File: src/rtl/keypad_scan.sv
`default_nettype none
// ============================================================================
// Module  : keypad_scan
// Brief   : 4x4 active-low matrix keypad scanner with tick-paced press/release
//           debounce, one-clock key_valid pulse and key_held level.
// Rev     : 1.0
// ============================================================================
module keypad_scan #(
    parameter int SCAN_DIV  = 49_999,
    parameter int DEB_TICKS = 20
) (
    input  logic       clk,
    input  logic       rstn,
    input  logic [3:0] col_in,
    output logic [3:0] row_out,
    output logic [3:0] key_code,
    output logic       key_valid,
    output logic       key_held
);

    localparam int DIV_W = (SCAN_DIV < 1) ? 1 : $clog2(SCAN_DIV + 1);
    localparam int CNT_W = (DEB_TICKS < 1) ? 1 : $clog2(DEB_TICKS + 1);

    localparam logic [DIV_W-1:0] c_DIV_TC   = DIV_W'(SCAN_DIV);
    localparam logic [CNT_W-1:0] c_DEB_MAX  = CNT_W'(DEB_TICKS);
    localparam logic [CNT_W-1:0] c_DEB_LAST = CNT_W'((DEB_TICKS < 1) ? 0 : DEB_TICKS - 1);

    typedef enum logic [1:0] {
        ST_IDLE  = 2'd0,
        ST_SCAN  = 2'd1,
        ST_DEB   = 2'd2,
        ST_PRESS = 2'd3
    } state_t;

    state_t           r_state;
    state_t           w_state_nxt;
    logic [DIV_W-1:0] r_div;
    logic             w_tick;
    logic [3:0]       r_col_meta;
    logic [3:0]       r_col_s;
    logic [1:0]       r_row;
    logic [1:0]       w_row_nxt;
    logic [1:0]       r_col;
    logic [1:0]       w_col_nxt;
    logic [3:0]       r_pat;
    logic [3:0]       w_pat_nxt;
    logic [CNT_W-1:0] r_deb_cnt;
    logic [CNT_W-1:0] w_deb_nxt;
    logic [CNT_W-1:0] r_rel_cnt;
    logic [CNT_W-1:0] w_rel_nxt;
    logic [3:0]       r_row_out;
    logic [3:0]       w_row_out_nxt;
    logic [3:0]       r_key_code;
    logic [3:0]       w_code_nxt;
    logic             r_key_valid;
    logic             w_valid_nxt;
    logic             r_key_held;
    logic             w_held_nxt;
    logic [2:0]       w_zeros;
    logic [1:0]       w_cidx;
    logic             w_single;

    assign w_tick = (r_div == c_DIV_TC);

    always_ff @(posedge clk or negedge rstn) begin
        if (!rstn) begin
            r_div <= '0;
        end else if (w_tick) begin
            r_div <= '0;
        end else begin
            r_div <= r_div + DIV_W'(1);
        end
    end

    // Columns idle high, so the synchronizer resets to "no key".
    always_ff @(posedge clk or negedge rstn) begin
        if (!rstn) begin
            r_col_meta <= 4'hF;
            r_col_s    <= 4'hF;
        end else begin
            r_col_meta <= col_in;
            r_col_s    <= r_col_meta;
        end
    end

    always_comb begin
        w_zeros = 3'd0;
        w_cidx  = 2'd0;
        for (int i = 0; i < 4; i++) begin
            if (!r_col_s[i]) begin
                w_zeros = w_zeros + 3'd1;
                w_cidx  = 2'(i);
            end
        end
    end

    assign w_single = (w_zeros == 3'd1);

    always_comb begin
        w_state_nxt = r_state;
        w_row_nxt   = r_row;
        w_col_nxt   = r_col;
        w_pat_nxt   = r_pat;
        w_deb_nxt   = r_deb_cnt;
        w_rel_nxt   = r_rel_cnt;
        w_code_nxt  = r_key_code;
        w_valid_nxt = 1'b0;

        if (w_tick) begin
            case (r_state)
                ST_IDLE: begin
                    if (r_col_s != 4'hF) begin
                        w_state_nxt = ST_SCAN;
                        w_row_nxt   = 2'd0;
                    end
                end
                ST_SCAN: begin
                    // Multi-column patterns fall through as "no key in this row".
                    if (w_single) begin
                        w_state_nxt = ST_DEB;
                        w_col_nxt   = w_cidx;
                        w_pat_nxt   = r_col_s;
                        w_deb_nxt   = CNT_W'(1);
                    end else if (r_row == 2'd3) begin
                        w_state_nxt = ST_IDLE;
                        w_row_nxt   = 2'd0;
                    end else begin
                        w_row_nxt   = r_row + 2'd1;
                    end
                end
                ST_DEB: begin
                    if (r_col_s == r_pat) begin
                        if (r_deb_cnt >= c_DEB_LAST) begin
                            w_state_nxt = ST_PRESS;
                            w_deb_nxt   = c_DEB_MAX;
                            w_rel_nxt   = '0;
                            w_code_nxt  = {r_row, r_col};
                            w_valid_nxt = 1'b1;
                        end else begin
                            w_deb_nxt   = r_deb_cnt + CNT_W'(1);
                        end
                    end else begin
                        w_state_nxt = ST_IDLE;
                        w_row_nxt   = 2'd0;
                        w_deb_nxt   = '0;
                    end
                end
                ST_PRESS: begin
                    if (r_col_s == 4'hF) begin
                        if (r_rel_cnt >= c_DEB_LAST) begin
                            w_state_nxt = ST_IDLE;
                            w_row_nxt   = 2'd0;
                            w_rel_nxt   = '0;
                            w_deb_nxt   = '0;
                        end else begin
                            w_rel_nxt   = r_rel_cnt + CNT_W'(1);
                        end
                    end else begin
                        w_rel_nxt = '0;
                    end
                end
                default: begin
                    w_state_nxt = ST_IDLE;
                end
            endcase
        end

        if (w_state_nxt == ST_IDLE) begin
            w_row_out_nxt = 4'b0000;
        end else begin
            w_row_out_nxt = ~(4'b0001 << w_row_nxt);
        end
        w_held_nxt = (w_state_nxt == ST_PRESS);
    end

    always_ff @(posedge clk or negedge rstn) begin
        if (!rstn) begin
            r_state     <= ST_IDLE;
            r_row       <= 2'd0;
            r_col       <= 2'd0;
            r_pat       <= 4'hF;
            r_deb_cnt   <= '0;
            r_rel_cnt   <= '0;
            r_row_out   <= 4'b0000;
            r_key_code  <= 4'h0;
            r_key_valid <= 1'b0;
            r_key_held  <= 1'b0;
        end else begin
            r_state     <= w_state_nxt;
            r_row       <= w_row_nxt;
            r_col       <= w_col_nxt;
            r_pat       <= w_pat_nxt;
            r_deb_cnt   <= w_deb_nxt;
            r_rel_cnt   <= w_rel_nxt;
            r_row_out   <= w_row_out_nxt;
            r_key_code  <= w_code_nxt;
            r_key_valid <= w_valid_nxt;
            r_key_held  <= w_held_nxt;
        end
    end

    assign row_out   = r_row_out;
    assign key_code  = r_key_code;
    assign key_valid = r_key_valid;
    assign key_held  = r_key_held;

endmodule
`default_nettype wire
File: config.mk
export PLATFORM = sky130hd
export DESIGN_NAME = keypad_scan
export DESIGN_NICKNAME = d
export VERILOG_FILES = /design/src/rtl/keypad_scan.sv
export SDC_FILE = /design/constraint.sdc
export NUM_CORES = 1
export LEC_CHECK = 0
export CAP_MARGIN = 20
export CELL_PAD_IN_SITES_DETAIL_PLACEMENT = 0
export CELL_PAD_IN_SITES_GLOBAL_PLACEMENT = 2
export CORE_ASPECT_RATIO = 0.75
export CORE_MARGIN = 2
export CORE_UTILIZATION = 39
export CTS_CLUSTER_SIZE = 12
export DETAILED_ROUTE_END_ITERATION = 16
export MAX_ROUTING_LAYER = met4
export PLACE_DENSITY_LB_ADDON = 0.2
export SLEW_MARGIN = 5
export SYNTH_ARGS = -nofsm -noshare
export SYNTH_HDL_FRONTEND = slang
export SYNTH_SLANG_ARGS = --single-unit
File: constraint.sdc
create_clock -name clk -period 4.4 [get_ports clk]
set_clock_uncertainty 0.2 [all_clocks]
set_input_delay 1.32 -clock clk [delete_from_list [all_inputs] [get_ports clk]]
set_output_delay 1.32 -clock clk [all_outputs]
set_load 0.05 [all_outputs]
==> impl_metrics.py, run 1 <==
metrics = {
    "run_status": {
        "status": "finished, final reports clean",
    },
    "cells_and_area": {
        "area_delta_synth_final_pct": 14.0,
        "drive_gt1_frac": 0.161,
        "seqCellArea_sq_mm": 0.00137,
        "diodes": 0,
        "fillers": 599,
        "multi_input_area_sq_mm": 0.00118,
        "nNetsFinal": 274,
    },
    "power": {
        "power_frac_clock": 0.369,
        "seq_power_share": 0.584,
        "power.total_uw": 871,
        "p_leak_nw": 1.34,
        "swShare": 0.216,
        "p_per_area_mw_per_mm2": 291,
        "p_sw_uw": 188,
        "peakVddDrop_v": 0.000123,
        "p_comb_frac": 0.047,
        "p_int_uw": 683,
    },
    "floorplanning": {
        "pin_count": 16,
        "start_util": 0.409,
        "fp.dieH_um": 75.0,
        "fp.dieW_um": 98.7,
        "rows": 25,
        "dieArea_sq_mm": 0.00740,
        "core_area_sq_mm": 0.00641,
    },
    "global_route": {
        "antenna_found_initial": 0,
        "grt_overflow": 0,
        "grt_pass1_vias": 1714,
        "grt_pass1_wl_um": 8910,
        "grt_max_degree": 46,
        "grt.total_usage": 0.158,
    },
    "clock_network": {
        "insertion_delay_ns": 0.31,
        "post_cts_resized": 0,
        "cts_buffers": 5,
        "clockBufferDepth": 2,
        "path_clk_slew_ns": 0.09,
        "clock-root-buffer": "clkbuf_8",
        "cts_setup_buffers": 0,
        "clkSinkCount": 54,
        "cts_tree": "done",
        "htree_levels": 2,
        "hold_buffers": 0,
    },
    "worst_setup_path": {
        "crit_buf_inv": 1,
        "cp-end-kind": "flip-flop",
        "crit_path_start_kind": "flip-flop",
        "cpLargestDelayFamily": "adder cells",
        "slowest_stage": "dfstp_2",
        "path_cells": "inv_1 -> ha_1 -> xnor2_1 -> ha_1 -> o311a_4 -> or4_4 -> a21oi_4 -> mux2_2",
        "crit_path_max_fanout": 9,
        "max_stage_delay_ns": 0.58,
        "r2r_setup_slack_ns": 1.07,
        "critical_path_class": "reg -> reg",
        "worstPathRequired_ns": 4.39,
        "cpMostUsedCell": "ha_1",
        "worst_ep_arrival_time_ns": 3.32,
    },
    "placed_design": {
        "dpl_worst_slack_ns": 1.08,
        "portBuffers": 15,
        "dp_hpwl_um": 3680,
        "routabilityCongestion": 0.834,
    },
    "detailed_routing": {
        "drc": 0,
        "ant_nets": 0,
        "vias": 1810,
        "drt_iter0_drc": 49,
        "viasPerCell": 5.29,
        "wl_per_cell_um": 15.0,
        "drt_wl_total_um": 5120,
        "drtPass1Iterations": 4,
    },
    "timing": {
        "max_freq_ghz": 0.300,
        "rsz0062_at_grt": "no",
        "setup_tns_ns": 0,
        "relSlewSlack": 0.376,
        "min_period_ns": 3.33,
        "tightestPinTransition_ns": 0.912,
        "setup_ws_ns": 1.07,
        "setup_violations": 0,
        "fin_crit_sh": 0.757,
        "slew_viol_final": 0,
        "hold_viol": 0,
    },
    "synthesis": {
        "postSynthCellCount": 240,
        "ys_seq_area_frac": 0.521,
        "syn_nets": 254,
        "synth_warnings": 0,
        "synth_seq_cells": 54,
        "netlist_area_sq_mm": 0.00262,
        "syn_area_per_cell_sq_um": 10.9,
        "synthFlopType": "dfrtp_1",
        "synth_edf_count": 0,
        "synth_cell_types": 51,
        "async_reset_ff_frac": 1.00,
    },
    "worst_hold_path": {
        "hp-class": "reg -> reg",
    },
    "job": {
        "drv_cap": 0,
    },
}
-- state kept, by name (all words and copies together), names as in the netlist --
signal	cells
row_out	4
r_rel_cnt	5
r_col	2
r_pat	4
r_row	2
r_col_meta	4
r_deb_cnt	5
key_held	1
r_div	16
key_valid	1
r_col_s	4
r_state	2
key_code	4
-- area by class of cell --
cell class / instances / share of cell area
Timing Repair Buffer: 18 / 0.0628
Tap cell: 81 / 0.0339
Sequential cell: 54 / 0.457
Inverter: 11 / 0.0138
Multi-Input combinational cell: 170 / 0.395
Clock buffer: 8 / 0.0372
-- cells in the final DEF, fill, tap and decap left out, types with 2 or more instances in the layout --
cell type	synthesis	final
a21oi_1	8	8
a31oi_1	4	4
and2_1	4	4
and3_1	6	6
and4_1	5	5
buf_4	1	2
clkbuf_8	0	6
clkdlybuf4s50_1	0	14
dfrtp_1	42	42
dfstp_2	12	12
ha_1	8	8
inv_1	10	10
mux2_2	7	7
nand2_1	18	18
nand2b_1	3	3
nand3_1	9	9
nand3b_1	2	2
nand4_1	7	7
nor2_1	18	18
nor3_1	3	3
o21a_1	2	2
o21ai_0	20	20
o31ai_1	3	3
xnor2_1	6	6
xor2_1	13	13
-- worst paths after layout --
| check | start | to | depth (start not counted) |
|---|---|---|---|
| min in group asynchronous | rstn | r_div[6]$_DFF_PN0_ | 1 |
| hold reg to reg | r_col_meta[1]$_DFF_PN1_ | r_col_s[1]$_DFF_PN1_ | 0 |
| setup reg to reg | r_col_s[0]$_DFF_PN1_ | r_deb_cnt[0]$_DFFE_PN0P_ | 8 |
| setup / recovery | r_col_s[0]$_DFF_PN1_ | r_deb_cnt[0]$_DFFE_PN0P_ | 8 |
| max in group asynchronous | rstn | r_col_meta[2]$_DFF_PN1_ | 3 |
| hold / removal | r_col_meta[1]$_DFF_PN1_ | r_col_s[1]$_DFF_PN1_ | 0 |
-- power groups by stage --
| stage | clock network [mW] | registers [mW] | logic (mW) |
|---|---|---|---|
| after floorplan | 0 | 0.514 | 0.0226 |
| after global placement | 0 | 0.517 | 0.0382 |
| after detailed placement | 0 | 0.518 | 0.0389 |
| after CTS | 0.331 | 0.508 | 0.0394 |
| after global routing | 0.356 | 0.510 | 0.0465 |
| final | 0.322 | 0.508 | 0.0411 |
-- cell usage after synthesis, types with 2 or more instances --
cell type  count  area [sq um]
a21oi_1        8          40.0
a31oi_1        4          25.0
and2_1         4          25.0
and3_1         6          37.5
and4_1         5          43.8
buf_2          2          10.0
dfrtp_1       42          1050
dfstp_2       12           315
ha_1           8           100
inv_1         10          37.5
mux2_2         7          78.8
nand2_1       18          67.6
nand2b_1       3          18.8
nand3_1        9          45.0
nand3b_1       2          15.0
nand4_1        7          43.8
nor2_1        18          67.6
nor3_1         3          15.0
o21a_1         2          15.0
o21ai_0       20           100
o31ai_1        3          22.5
xnor2_1        6          52.6
xor2_1        13           114
-- kinds of logic after synthesis --
logic type	count (synthesis)	synth area share
adders and majority gates	8	0.0382
AOI/OAI and AO/OA	50	0.130
xor gates and xnor gates	19	0.0635
buffers and inverters	16	0.0281
DFF	54	0.521
and+or+nand+nor	86	0.189
muxes	7	0.0301
-- per-stage QoR --
stage	hold slack, ns	instances	util	area (sq um)
after floorplan	0.145	240	-	2620
after global placement	0.146	333	0.445	2850
after detailed placement	0.147	333	0.445	2850
after CTS	0.161	341	0.462	2960
after global routing	0.167	342	0.466	2990
final	0.160	342	0.466	2990
-- routing by layer --
metal / global-route usage / up-vias / share of wire
li1: - / 901 / -
met5: - / - / 0
met4: 0.0411 / 0 / 0.0082
met2: 0.199 / 22 / 0.38
met1: 0.250 / 882 / 0.59
met3: 0.0362 / 5 / 0.025
No activity file was read; power rests on OpenSTA's default activity.
==> inputs of run 2 (changes only) <==
Settings changed: CORE_UTILIZATION 39 to 35.
Clock period 4.4 ns to 2.9 ns, I/O delays scaled along.
==> run 2 against run 1 <==
- the flow now finishes with violations (negative setup slack)
- sequential share of layout area decreased by 2.3 points
- via count increased by 0.50%
- clock power increased by 55%
- combinational power increased by 78%
- register-to-register slack got worse by 1.2 ns
- first-iteration DRC count increased to 2.6 times the previous value
- fmax increased by 9.9%
- global-route usage decreased by 1.3 points
- largest cell class unchanged
- highest routed layer unchanged
==> impl_metrics.py, run 2 (synthesis gave the netlist of run 1 again) <==
metrics = {
    "run_status": {
        "status": "finished with violations",
        "failed_checks": "negative setup slack",
    },
    "timing": {
        "tightestPinTransition_ns": 0.525,
        "slew_viol_final": 0,
        "rsz0062_at_grt": "yes",
        "hold_viol": 0,
        "max_freq_ghz": 0.330,
        "fin_crit_sh": 1.05,
        "relSlewSlack": 0.648,
        "setup_violations": 11,
        "min_period_ns": 3.03,
        "setup_ws_ns": -0.132,
    },
    "floorplanning": {
        "fp.dieH_um": 79.0,
        "dieArea_sq_mm": 0.00821,
        "start_util": 0.359,
        "core_area_sq_mm": 0.00730,
        "fp.dieW_um": 104,
        "rows": 27,
        "pin_count": 16,
    },
    "detailed_routing": {
        "ant_nets": 0,
        "drt_iter0_drc": 127,
        "drtPass1Iterations": 6,
        "vias": 1819,
        "wl_per_cell_um": 14.0,
        "drc": 0,
        "drt_wl_total_um": 5300,
        "viasPerCell": 4.81,
    },
    "power": {
        "power_frac_clock": 0.372,
        "p_per_area_mw_per_mm2": 426,
        "p_int_mw": 1.05,
        "p_leak_nw": 1.41,
        "swShare": 0.214,
        "p_sw_uw": 287,
        "p_comb_frac": 0.055,
        "peakVddDrop_v": 0.000261,
        "power.total_mw": 1.34,
        "seq_power_share": 0.573,
    },
    "worst_setup_path": {
        "path_cells": "inv_2 -> ha_4 -> xnor2_1 -> ha_1 -> o311a_4 -> or4_4 -> a21oi_4 -> mux2_4",
        "max_stage_delay_ns": 0.56,
        "worstPathRequired_ns": 2.90,
        "r2r_setup_slack_ns": -0.13,
        "slowest_stage": "or4_4",
        "worst_ep_arrival_time_ns": 3.03,
        "crit_path_max_fanout": 5,
        "crit_path_start_kind": "flip-flop",
        "critical_path_class": "reg -> reg",
        "cp-end-kind": "flip-flop",
    },
    "global_route": {
        "grt.total_usage": 0.146,
        "antenna_found_initial": 0,
        "grt_max_degree": 27,
        "grt_pass1_wl_um": 9040,
        "grt_overflow": 0,
        "grt_pass1_vias": 1753,
    },
    "cells_and_area": {
        "fillers": 700,
        "drive_gt1_frac": 0.231,
        "regMostFlops": "r_div",
        "final_common_cell": "dfrtp_1",
        "top_regs": "r_div (16), r_deb_cnt (5), r_rel_cnt (5)",
        "final_cell_mix": "dfrtp_1 (42), o21ai_0 (19), nand2_1 (18), nor2_1 (18), buf_4 (18)",
        "diodes": 0,
        "area_delta_synth_final_pct": 20.2,
        "largest_register_ffs": 16,
        "fin_util": 0.432,
        "nNetsFinal": 290,
    },
    "placed_design": {
        "portBuffers": 15,
        "dp_hpwl_um": 3910,
        "routabilityCongestion": 0.802,
        "dpl_worst_slack_ns": -0.0579,
    },
    "clock_network": {
        "clock-root-buffer": "clkbuf_8",
        "clkSinkCount": 54,
        "cts_buffers": 5,
        "clockBufferDepth": 2,
        "htree_levels": 2,
        "cts_tree": "done",
        "path_clk_slew_ns": 0.10,
        "insertion_delay_ns": 0.31,
        "hold_buffers": 0,
    },
    "job": {
        "drv_cap": 0,
    },
    "worst_hold_path": {
        "hp-class": "reg -> reg",
    },
}
run 2: cell type report:
cell class | count | area (sq um) | share of cell area
inverter | 11 | 41.3 | 0.0131
timing repair buffer | 34 | 292 | 0.0925
multi-input combinational | 170 | 1220 | 0.387
tap | 101 | 126 | 0.0401
clock buffer | 7 | 76.3 | 0.0242
sequential | 54 | 1370 | 0.434
clock inverter | 1 | 30.0 | 0.00953
run 2: final timing paths:
path	cells past startpoint	start	endpoint
max in group asynchronous	2	rstn	r_col_meta[2]$_DFF_PN1_
setup reg to reg	8	r_col_s[0]$_DFF_PN1_	r_deb_cnt[0]$_DFFE_PN0P_
setup / recovery	8	r_col_s[0]$_DFF_PN1_	r_deb_cnt[0]$_DFFE_PN0P_
hold / removal	0	r_col_meta[2]$_DFF_PN1_	r_col_s[2]$_DFF_PN1_
min in group asynchronous	1	rstn	row_out[3]$_DFF_PN0_
hold reg to reg	0	r_col_meta[2]$_DFF_PN1_	r_col_s[2]$_DFF_PN1_
run 2: repair_timing:
action / 4_1_cts / 5_1_grt
endpoints found under the setup margin: 10 / 12
pin swaps: 3 / 6
gates resized for setup: 1 / 4
cloned: 0 / 0
buffers inserted: 0 / 0
run 2: layer usage:
layer	vias up	GRT usage	wire, um
met1	856	0.228	3070
met3	7	0.0304	155
met4	0	0.0486	72
met2	23	0.181	2010
met5	-	-	0
li1	933	-	-
run 2: critical path, delay by kind of cell, from the launching register on:
| kind | cells | cell delay [ns] |
|---|---|---|
| compound gates | 2 | 0.57 |
| xor+xnor | 1 | 0.12 |
| fa+ha+maj | 2 | 0.56 |
| buf+inv | 1 | 0.05 |
| flops | 1 | 0.55 |
| mux | 1 | 0.32 |
| simple gates | 1 | 0.56 |
run 2: stage by stage:
stage	cell area, sq um	setup TNS (ns)	hold slack, ns	cells
floorplan	2640	-0.0422	0.145	240
global placement	3030	-0.0829	0.147	370
detailed placement	3030	-0.183	0.149	370
CTS	3140	-0.321	0.163	378
global route	3150	-2.01	0.164	378
finish	3150	-0.906	0.159	378
run 2: power by group through the flow:
stage,clock (mW),combinational (mW),sequential [mW]
4_1_cts,0.523,0.0755,0.769
2_1_floorplan,0,0.0381,0.781
3_5_place_dp,0,0.0734,0.783
5_1_grt,0.551,0.0835,0.770
3_3_place_gp,0,0.0736,0.783
6_report,0.499,0.0733,0.769
